$ cat src/rtl/game_sequencer.sv
// Game flow sequencer: IDLE -> PLAY -> HIT/WIN pauses -> OVER.
// Generates the car advance strobe with a level-dependent period and keeps
// the level and score. Every output comes straight from a flop.
module game_sequencer #(
    parameter int BASE_PERIOD  = 2_500_000,
    parameter int PERIOD_STEP  = 250_000,
    parameter int MIN_PERIOD   = 500_000,
    parameter int DEATH_CYCLES = 12_500_000,
    parameter int WIN_CYCLES   = 12_500_000,
    parameter int MAX_LEVEL    = 9
) (
    input  logic       clk,
    input  logic       rst_n,
    input  logic       start_btn,
    input  logic       frog_at_top,
    input  logic       collision_detected,
    input  logic [1:0] lives,
    output logic       reset_frog,
    output logic       car_tick,
    output logic       freeze,
    output logic [3:0] level,
    output logic [7:0] score,
    output logic       game_over,
    output logic [2:0] state
);

    localparam int PER_MAX   = (BASE_PERIOD > MIN_PERIOD) ? BASE_PERIOD : MIN_PERIOD;
    localparam int CNT_W     = $clog2(PER_MAX + 1);
    localparam int PAUSE_MAX = (DEATH_CYCLES > WIN_CYCLES) ? DEATH_CYCLES : WIN_CYCLES;
    localparam int PAUSE_W   = $clog2(PAUSE_MAX + 1);

    typedef enum logic [2:0] {
        ST_IDLE = 3'd0,
        ST_PLAY = 3'd1,
        ST_HIT  = 3'd2,
        ST_WIN  = 3'd3,
        ST_OVER = 3'd4
    } state_t;

    state_t             state_r;
    state_t             state_nx_s;
    logic [3:0]         level_r;
    logic [3:0]         level_nx_s;
    logic [7:0]         score_r;
    logic [7:0]         score_nx_s;
    logic [CNT_W-1:0]   tick_cnt_r;
    logic [CNT_W-1:0]   tick_cnt_nx_s;
    logic [PAUSE_W-1:0] pause_cnt_r;
    logic [PAUSE_W-1:0] pause_cnt_nx_s;
    logic               start_q_r;
    logic               coll_q_r;
    logic               car_tick_r;
    logic               car_tick_nx_s;
    logic               reset_frog_r;
    logic               freeze_r;
    logic               game_over_r;
    logic               enter_win_s;
    logic               start_rise_s;
    logic               coll_rise_s;
    logic [31:0]        level_steps_s;
    logic [CNT_W-1:0]   period_s;
    logic [CNT_W-1:0]   period_last_s;

    assign start_rise_s = start_btn & ~start_q_r;
    assign coll_rise_s  = collision_detected & ~coll_q_r;

    // Tick period for the current level, clamped to the floor without underflow.
    always_comb begin
        level_steps_s = (32'(level_r) - 32'd1) * 32'(PERIOD_STEP);
        if (BASE_PERIOD <= MIN_PERIOD) begin
            period_s = CNT_W'(MIN_PERIOD);
        end else if (level_steps_s >= 32'(BASE_PERIOD - MIN_PERIOD)) begin
            period_s = CNT_W'(MIN_PERIOD);
        end else begin
            period_s = CNT_W'(32'(BASE_PERIOD) - level_steps_s);
        end
        period_last_s = period_s - CNT_W'(1);
    end

    // Next-state, level, score and pause-counter decisions.
    always_comb begin
        state_nx_s     = state_r;
        level_nx_s     = level_r;
        score_nx_s     = score_r;
        pause_cnt_nx_s = '0;
        enter_win_s    = 1'b0;
        case (state_r)
            ST_IDLE: begin
                if (start_rise_s) begin
                    state_nx_s = ST_PLAY;
                    level_nx_s = 4'd1;
                    score_nx_s = 8'd0;
                end else begin
                    state_nx_s = ST_IDLE;
                end
            end
            ST_PLAY: begin
                // A collision outranks reaching the top in the same cycle.
                if (coll_rise_s) begin
                    state_nx_s = (lives == 2'd0) ? ST_OVER : ST_HIT;
                end else if (frog_at_top) begin
                    state_nx_s  = ST_WIN;
                    enter_win_s = 1'b1;
                    score_nx_s  = (score_r == 8'd255) ? score_r : score_r + 8'd1;
                    level_nx_s  = (level_r >= 4'(MAX_LEVEL)) ? 4'(MAX_LEVEL) : level_r + 4'd1;
                end else begin
                    state_nx_s = ST_PLAY;
                end
            end
            ST_HIT: begin
                if (pause_cnt_r >= PAUSE_W'(DEATH_CYCLES - 1)) begin
                    state_nx_s = ST_PLAY;
                end else begin
                    pause_cnt_nx_s = pause_cnt_r + PAUSE_W'(1);
                end
            end
            ST_WIN: begin
                if (pause_cnt_r >= PAUSE_W'(WIN_CYCLES - 1)) begin
                    state_nx_s = ST_PLAY;
                end else begin
                    pause_cnt_nx_s = pause_cnt_r + PAUSE_W'(1);
                end
            end
            ST_OVER: begin
                if (start_rise_s) begin
                    state_nx_s = ST_IDLE;
                end else begin
                    state_nx_s = ST_OVER;
                end
            end
            default: begin
                state_nx_s = ST_IDLE;
            end
        endcase
    end

    // Car tick counter: runs only while staying in PLAY, clears otherwise.
    always_comb begin
        tick_cnt_nx_s = '0;
        car_tick_nx_s = 1'b0;
        if ((state_r == ST_PLAY) && (state_nx_s == ST_PLAY)) begin
            if (tick_cnt_r >= period_last_s) begin
                car_tick_nx_s = 1'b1;
            end else begin
                tick_cnt_nx_s = tick_cnt_r + CNT_W'(1);
            end
        end else begin
            tick_cnt_nx_s = '0;
        end
    end

    // State, counters, edge registers and registered outputs.
    always_ff @(posedge clk or negedge rst_n) begin
        if (!rst_n) begin
            state_r      <= ST_IDLE;
            level_r      <= 4'd1;
            score_r      <= 8'd0;
            tick_cnt_r   <= '0;
            pause_cnt_r  <= '0;
            start_q_r    <= 1'b0;
            coll_q_r     <= 1'b0;
            car_tick_r   <= 1'b0;
            reset_frog_r <= 1'b1;
            freeze_r     <= 1'b1;
            game_over_r  <= 1'b0;
        end else begin
            state_r      <= state_nx_s;
            level_r      <= level_nx_s;
            score_r      <= score_nx_s;
            tick_cnt_r   <= tick_cnt_nx_s;
            pause_cnt_r  <= pause_cnt_nx_s;
            start_q_r    <= start_btn;
            coll_q_r     <= collision_detected;
            car_tick_r   <= car_tick_nx_s;
            reset_frog_r <= (state_nx_s == ST_IDLE) || enter_win_s;
            freeze_r     <= (state_nx_s != ST_PLAY);
            game_over_r  <= (state_nx_s == ST_OVER);
        end
    end

    assign reset_frog = reset_frog_r;
    assign car_tick   = car_tick_r;
    assign freeze     = freeze_r;
    assign level      = level_r;
    assign score      = score_r;
    assign game_over  = game_over_r;
    assign state      = state_r;

endmodule

$ cat config.mk
export PLATFORM = sky130hd
export DESIGN_NAME = game_sequencer
export DESIGN_NICKNAME = d
export VERILOG_FILES = /design/src/rtl/game_sequencer.sv
export SDC_FILE = /design/constraint.sdc
export NUM_CORES = 1
export LEC_CHECK = 0
export CAP_MARGIN = 20
export CORE_AREA = 2 2 140 142
export CTS_CLUSTER_DIAMETER = 200
export DETAILED_ROUTE_END_ITERATION = 16
export DIE_AREA = 0 0 142 144
export RECOVER_POWER = 50
export SLEW_MARGIN = 10
export SYNTH_ARGS = -nofsm -noshare
export SYNTH_HDL_FRONTEND = slang
export SYNTH_SLANG_ARGS = --single-unit
$ cat constraint.sdc
create_clock -name clk -period 20.4 [get_ports clk]
set_input_delay 4.08 -clock clk [delete_from_list [all_inputs] [get_ports clk]]
set_output_delay 4.08 -clock clk [all_outputs]
set_load 0.05 [all_outputs]
# [Word-level counts from Yosys, hierarchy flattened]
# Index checks and enable logic that the tools add are counted.
[word_totals] regBits=67 in_bits=7 out_inout_bits=19 wordCells=75
[op_classes] addsub=7 n_mul=1 order_cmp=4 eq_ne=12 n_mux=27 bitwise=4 reduce_logical=9
[op_table] cell="22-bit 2-to-1 mux" count=3
[op_table] cell="24-bit 2-to-1 mux" count=2
[op_table] cell="32-bit by 21-bit >= comparator with 1-bit output, second input constant" count=1
[op_table] cell="32-bit by 14-bit multiplier with 28-bit output, second input constant" count=1
[op_table] cell="8-bit 2-to-1 mux" count=4
[op_table] cell="24-bit by 1-bit adder with 24-bit output, second input constant" count=1
[op_table] cell="24-bit >= comparator, second input constant" count=1
[op_table] cell="22-bit by 1-bit adder with 22-bit output, second input constant" count=1
[op_table] cell="22-bit >= comparator" count=1
[op_table] cell="22-bit by 1-bit subtractor with 22-bit output, second input constant" count=1
[op_table] cell="22-bit subtractor, first input constant" count=1
[op_table] cell="4-bit 2-to-1 mux" count=4
[op_table] cell="8-bit case mux with 2 select lines" count=1
[op_table] cell="3-bit 2-to-1 mux" count=4
[op_table] cell="3-bit case mux with 4 select lines" count=1
[op_table] cell="8-bit by 1-bit adder with 8-bit output, second input constant" count=1
[op_table] cell="8-bit equality test, second input constant" count=1
[op_table] cell="2-bit inequality test, second input constant" count=4
[op_table] cell="4-bit case mux with 2 select lines" count=1
[op_table] cell="3-bit by 1-bit equality test with 1-bit output, second input constant" count=2
[op_table] cell="3-bit by 2-bit equality test with 1-bit output, second input constant" count=2
[op_table] cell="3-bit equality test, second input constant" count=2
[op_table] cell="3-bit logical NOT" count=2
[op_table] cell="1-bit 2-to-1 mux" count=6
[op_table] cell="other kinds (14)" count=16

# [Longest topological paths before layout]
[depth] word_depth=8 depth_mapped=44 depth_no_buf=41

# [Least setup slack after synthesis]
# Ideal clock, no wire load.
[synth_timing] path_kind="register to register" startpoint="reg level_r[1] (netlist: level[1])" endpoint="reg tick_cnt_r[10]" setup_ns=0.072 arrival_time_ns=9.418 required_time_ns=20.328 path_slack_ns=10.909 stages_incl_launch_ff=42 n_path_buf=2 period_less_slack_ns=9.491 path_cell_list="dfrtp_1 -> inv_1 -> ha_1 -> nand2b_1 -> nor2_1 -> ha_1 -> inv_1 -> fa_1 -> inv_1 -> fa_1 -> inv_1 -> fa_1 -> inv_1 -> ha_1 -> inv_1 -> fa_1 -> inv_1 -> ha_1 -> (+6 left out) -> buf_2 -> nor4_1 -> ha_1 -> and4_1 -> and3_1 -> nand3_1 -> a211oi_1 -> and4_1 -> o21ai_1 -> ha_1 -> a21o_1 -> a21oi_1 -> o21ai_0 -> a21oi_1 -> o21a_1 -> nand3b_1 -> clkbuf_1 -> nor2_1"
[synth_between] elab_chain_cells=8 word_cells_on_any_way=9 cone_classes="add/sub: 3; mul: 1; order compare: 2; mux: 3"
[synth_rtl] item="start, declared" line_no="42" text="logic [3:0] level_r;"
[synth_rtl] item="start signal, assigned" line_no="168" text="level_r <= level_nx_s;"
[synth_rtl] item="4-bit by 1-bit subtractor with 5-bit output *" line_no="69" text="level_steps_s = (32'(level_r) - 32'd1) * 32'(PERIOD_STEP);"
[synth_rtl] item="32-bit by 14-bit multiplier with 28-bit output *" line_no="69"
[synth_rtl] item="32-bit by 21-bit >= comparator with 1-bit output / 22-bit subtractor (equally long branches)" line_no="72, 75"
[synth_rtl] item="22-bit 2-to-1 mux *" line_no="72" text="end else if (level_steps_s >= 32'(BASE_PERIOD - MIN_PERIOD)) begin"
[synth_rtl] item="22-bit by 1-bit subtractor with 22-bit output *" line_no="77" text="period_last_s = period_s - CNT_W'(1);"
[synth_rtl] item="22-bit >= comparator *" line_no="142" text="if (tick_cnt_r >= period_last_s) begin"
[synth_rtl] item="22-bit 2-to-1 mux *" line_no="142"
[synth_rtl] item="22-bit 2-to-1 mux *" line_no="141" text="if ((state_r == ST_PLAY) && (state_nx_s == ST_PLAY)) begin"
[synth_rtl] item="net tick_cnt_nx_s[10]" line_no="47" text="logic [CNT_W-1:0] tick_cnt_nx_s;"
[synth_rtl] item="end signal, assigned" line_no="170" text="tick_cnt_r <= tick_cnt_nx_s;"
[synth_rtl] item="end, declared" line_no="46" text="logic [CNT_W-1:0] tick_cnt_r;"
# The timed path passes the listed nets; every way through them passes the cells marked *.
# A chain may end at the register's enable or synchronous reset.

# [Final worst setup path]
[layout_timing] startpoint="reg level_r[0] (netlist: level[0])" endpoint="reg tick_cnt_r[16]"
# Same word-level chain as after synthesis.

==> flow_metrics.tcl <==
set metrics [dict create \
    drive_above_1_share_pct 5.57 \
    ys_types 68 \
    ys_seq_area_share_pct 26.0 \
    grt_pass1_wl_um 23900 \
    switching_share_pct 43.8 \
    finClkSkew_ns 0.0121 \
    power.share.sequential_pct 21.4 \
    cp.arrival_ns 10.60 \
    grt.overflow.total 0 \
    antenna_left 0 \
    cts_resized 0 \
    worstPathRequired_ns 20.63 \
    min_period_over_period_pct 50.8 \
    place_area_sq_mm 0.00700 \
    rows 51 \
    p_total_uw 626 \
    leakage_nw 3.33 \
    tightest_slew_ns 3.56 \
    area_growth_pct 12.6 \
    critPathSlowestCell "dfstp_2" \
    grtUsageTotal_pct 14.1 \
    clk_path_buf_depth 2 \
    fillers 1944 \
    grt_setup_unrepaired "no" \
    cp-end-kind "flip-flop" \
    drt-vias-per-instance 5.01 \
    antenna_found_initial 0 \
    ir_drop_mv 0.0741 \
    setup_viol 0 \
    cp_top_family "adder cells" \
    power_frac_clock_pct 24.5 \
    period_needed_ns 10.37 \
    n_antenna_cell 0 \
    clk_pin_slew_ns 0.05 \
    grt_pass1_vias 4894 \
    num_io_pins 26 \
    ys_async_sr_fraction_pct 100 \
    max_freq_mhz 96.4 \
    p_int_uw 352 \
    numCtsBuffers 9 \
    synth_ff_type "dfrtp_1" \
    cpPeakStageDelay_ns 0.66 \
    status "complete, but fails checks" \
    hp-class "flip-flop to flip-flop" \
    max-cap-violations 1 \
    cts_root_buf "clkbuf_16" \
    cts_tree "built" \
    place_ws_ns 10.01 \
    finalHoldViolations 0 \
    synth_edf_count 0 \
    first_pass_iters 4 \
    hold_buffers 0 \
    fin_nets 872 \
    power_density_mw_per_mm2 85.9 \
    critPathBufInv 7 \
    via_count 5060 \
    syn_avg_cell_area_sq_um 8.76 \
    violations "max-capacitance violations, max-slew violations" \
    wl_um 13900 \
    die_height_um 144 \
    yosysWarnings 0 \
    clk-insertion-delay-late_ns 0.33 \
    netlist_area_sq_mm 0.00647 \
    initial_utilization_pct 33.9 \
    core-area_sq_mm 0.0191 \
    combPwrFrac_pct 54.1 \
    setup_tns_ns 0 \
    timing.final.ws_setup_ns 10.03 \
    critPathKind "flip-flop to flip-flop" \
    holdWs_ns 0.483 \
    slew_headroom_pct -137 \
    post_drt_wl_per_cell_um 13.8 \
    finalInstanceArea_sq_mm 0.00729 \
    place.gp.congestion 0.882 \
    portBuffers 25 \
    final_max_slew_viol_count 68 \
    cts_max_level 3 \
    drc 0 \
    synth-seq-cells 67 \
    synth.net_count 844 \
    post_cts_buffers 0 \
    startpoint_type "flip-flop" \
    crit_path_max_fanout 22 \
    cts.sinks 67 \
    drtIter0Drc 272 \
    grt_max_degree 68 \
    syn_inst 739 \
    hpwl_um 11000 \
    die_x_um 142 \
    die-area_sq_mm 0.0204 \
    p_switching_uw 274 \
]
==> stage by stage <==
stage	std cells	util (%)
final	1010	38.2
after global routing	1010	38.2
after floorplan	739	-
after CTS	1009	38.2
after global placement	993	36.7
after detailed placement	993	36.7
==> flip-flops by register name (all words and copies together) (netlist names) <==
name	flops
score	8
coll_q_r	1
state	3
pause_cnt_r	24
tick_cnt_r	22
level	4
start_q_r	1
freeze	1
reset_frog	1
game_over	1
car_tick	1
==> routing by layer <==
layer / track usage [%] / part of all wire, %
met1: 20.5 / 51
met2: 22.4 / 46
met3: 1.72 / 1.9
met4: 3.63 / 1.5
met5: 0 / 0
==> cells by family after synthesis <==
kind of cell | synth area share, %
simple gates | 18.9
compound gates | 15.6
fa+ha+maj | 21.4
buf+inv | 5.32
xor+xnor | 12.0
flops | 26.0
mux | 0.850
==> synth_stat cells, types with 3 or more instances <==
library cell   n  area, sq um
a31oi_1        5         31.3
or3_1          5         31.3
ha_1          77          963
nor2b_1        3         18.8
a211o_1        3         26.3
inv_1         77          289
and4_1         6         52.6
o21ai_0       28          140
dfrtp_1       64         1600
xor2_1        39          342
xnor2_1       46          403
o211ai_1       7         52.6
mux2i_1        3         30.0
o21a_1         7         52.6
nand3_1       28          140
nand4_1       13         81.3
nor3_1        15         75.1
clkbuf_1      11         41.3
nor2_1        98          368
nand3b_1       6         45.0
a21oi_1       29          145
and3_1        16          100
nor4_1         3         18.8
and2_1         3         18.8
o31ai_1        4         30.0
nand2b_1       5         31.3
a21o_1        12         90.1
fa_1          21          420
nand2_1       47          176
a2111oi_4      3         82.6
dfstp_2        3         78.8
a211oi_1       6         45.0
==> area by class of cell <==
type / count / area [sq um] / area share, %
clock buffers: 10 / 229 / 3.14
multi-input cells: 581 / 4450 / 61.1
well taps: 238 / 298 / 4.08
flip-flops and latches: 67 / 1680 / 23.0
clock inverters: 6 / 63.8 / 0.875
inverters: 78 / 293 / 4.02
repair buffers: 30 / 277 / 3.79
==> power groups by stage <==
stage / Clock [mW] / Combinational, mW / Sequential [mW]
after floorplan: 0 / 0.256 / 0.137
after global placement: 0 / 0.337 / 0.137
after detailed placement: 0 / 0.337 / 0.137
after CTS: 0.156 / 0.339 / 0.134
after global routing: 0.162 / 0.382 / 0.134
final: 0.153 / 0.339 / 0.134
==> placed cells by master (no fill, tap or decap), types with 4 or more instances in the layout <==
cell,n
a211oi_1,6
a21o_1,12
a21oi_1,29
a31oi_1,5
and3_1,16
and4_1,6
clkbuf_16,9
clkdlybuf4s50_1,22
dfrtp_1,64
fa_1,21
ha_1,77
inv_1,77
nand2_1,47
nand2b_1,5
nand3_1,28
nand3b_1,6
nand4_1,13
nor2_1,97
nor3_1,15
o211ai_1,7
o21a_1,7
o21ai_0,28
o31ai_1,4
or3_1,5
xnor2_1,46
xor2_1,39
==> worst reg2reg max path, delay by kind of cell (launching register included) <==
kind                     cells  cell delay (ns)
AND/OR/NAND/NOR              9             2.32
XOR/XNOR                     1             0.46
adder cells (fa/ha/maj)     10             3.88
AO/OA/AOI/OAI               11             2.26
buffers and inverters        7             0.71
flip-flops                   1             0.66
==> path summary, 6_finish.rpt <==
| check | startpoint | end | slack, ns | cells after the start |
|---|---|---|---|---|
| hold reg to reg | tick_cnt_r[0] | tick_cnt_r[0] | 0.48 | 1 |
| min in group asynchronous | rst_n | pause_cnt_r[14] | 5.06 | 2 |
| max in group asynchronous | rst_n | tick_cnt_r[14] | 13.33 | 2 |
| setup / recovery | level[0] | tick_cnt_r[16] | 10.03 | 38 |
| setup reg to reg | level[0] | tick_cnt_r[16] | 10.03 | 38 |
| hold / removal | tick_cnt_r[0] | tick_cnt_r[0] | 0.48 | 1 |
No activity file was read; power rests on OpenSTA's default activity.
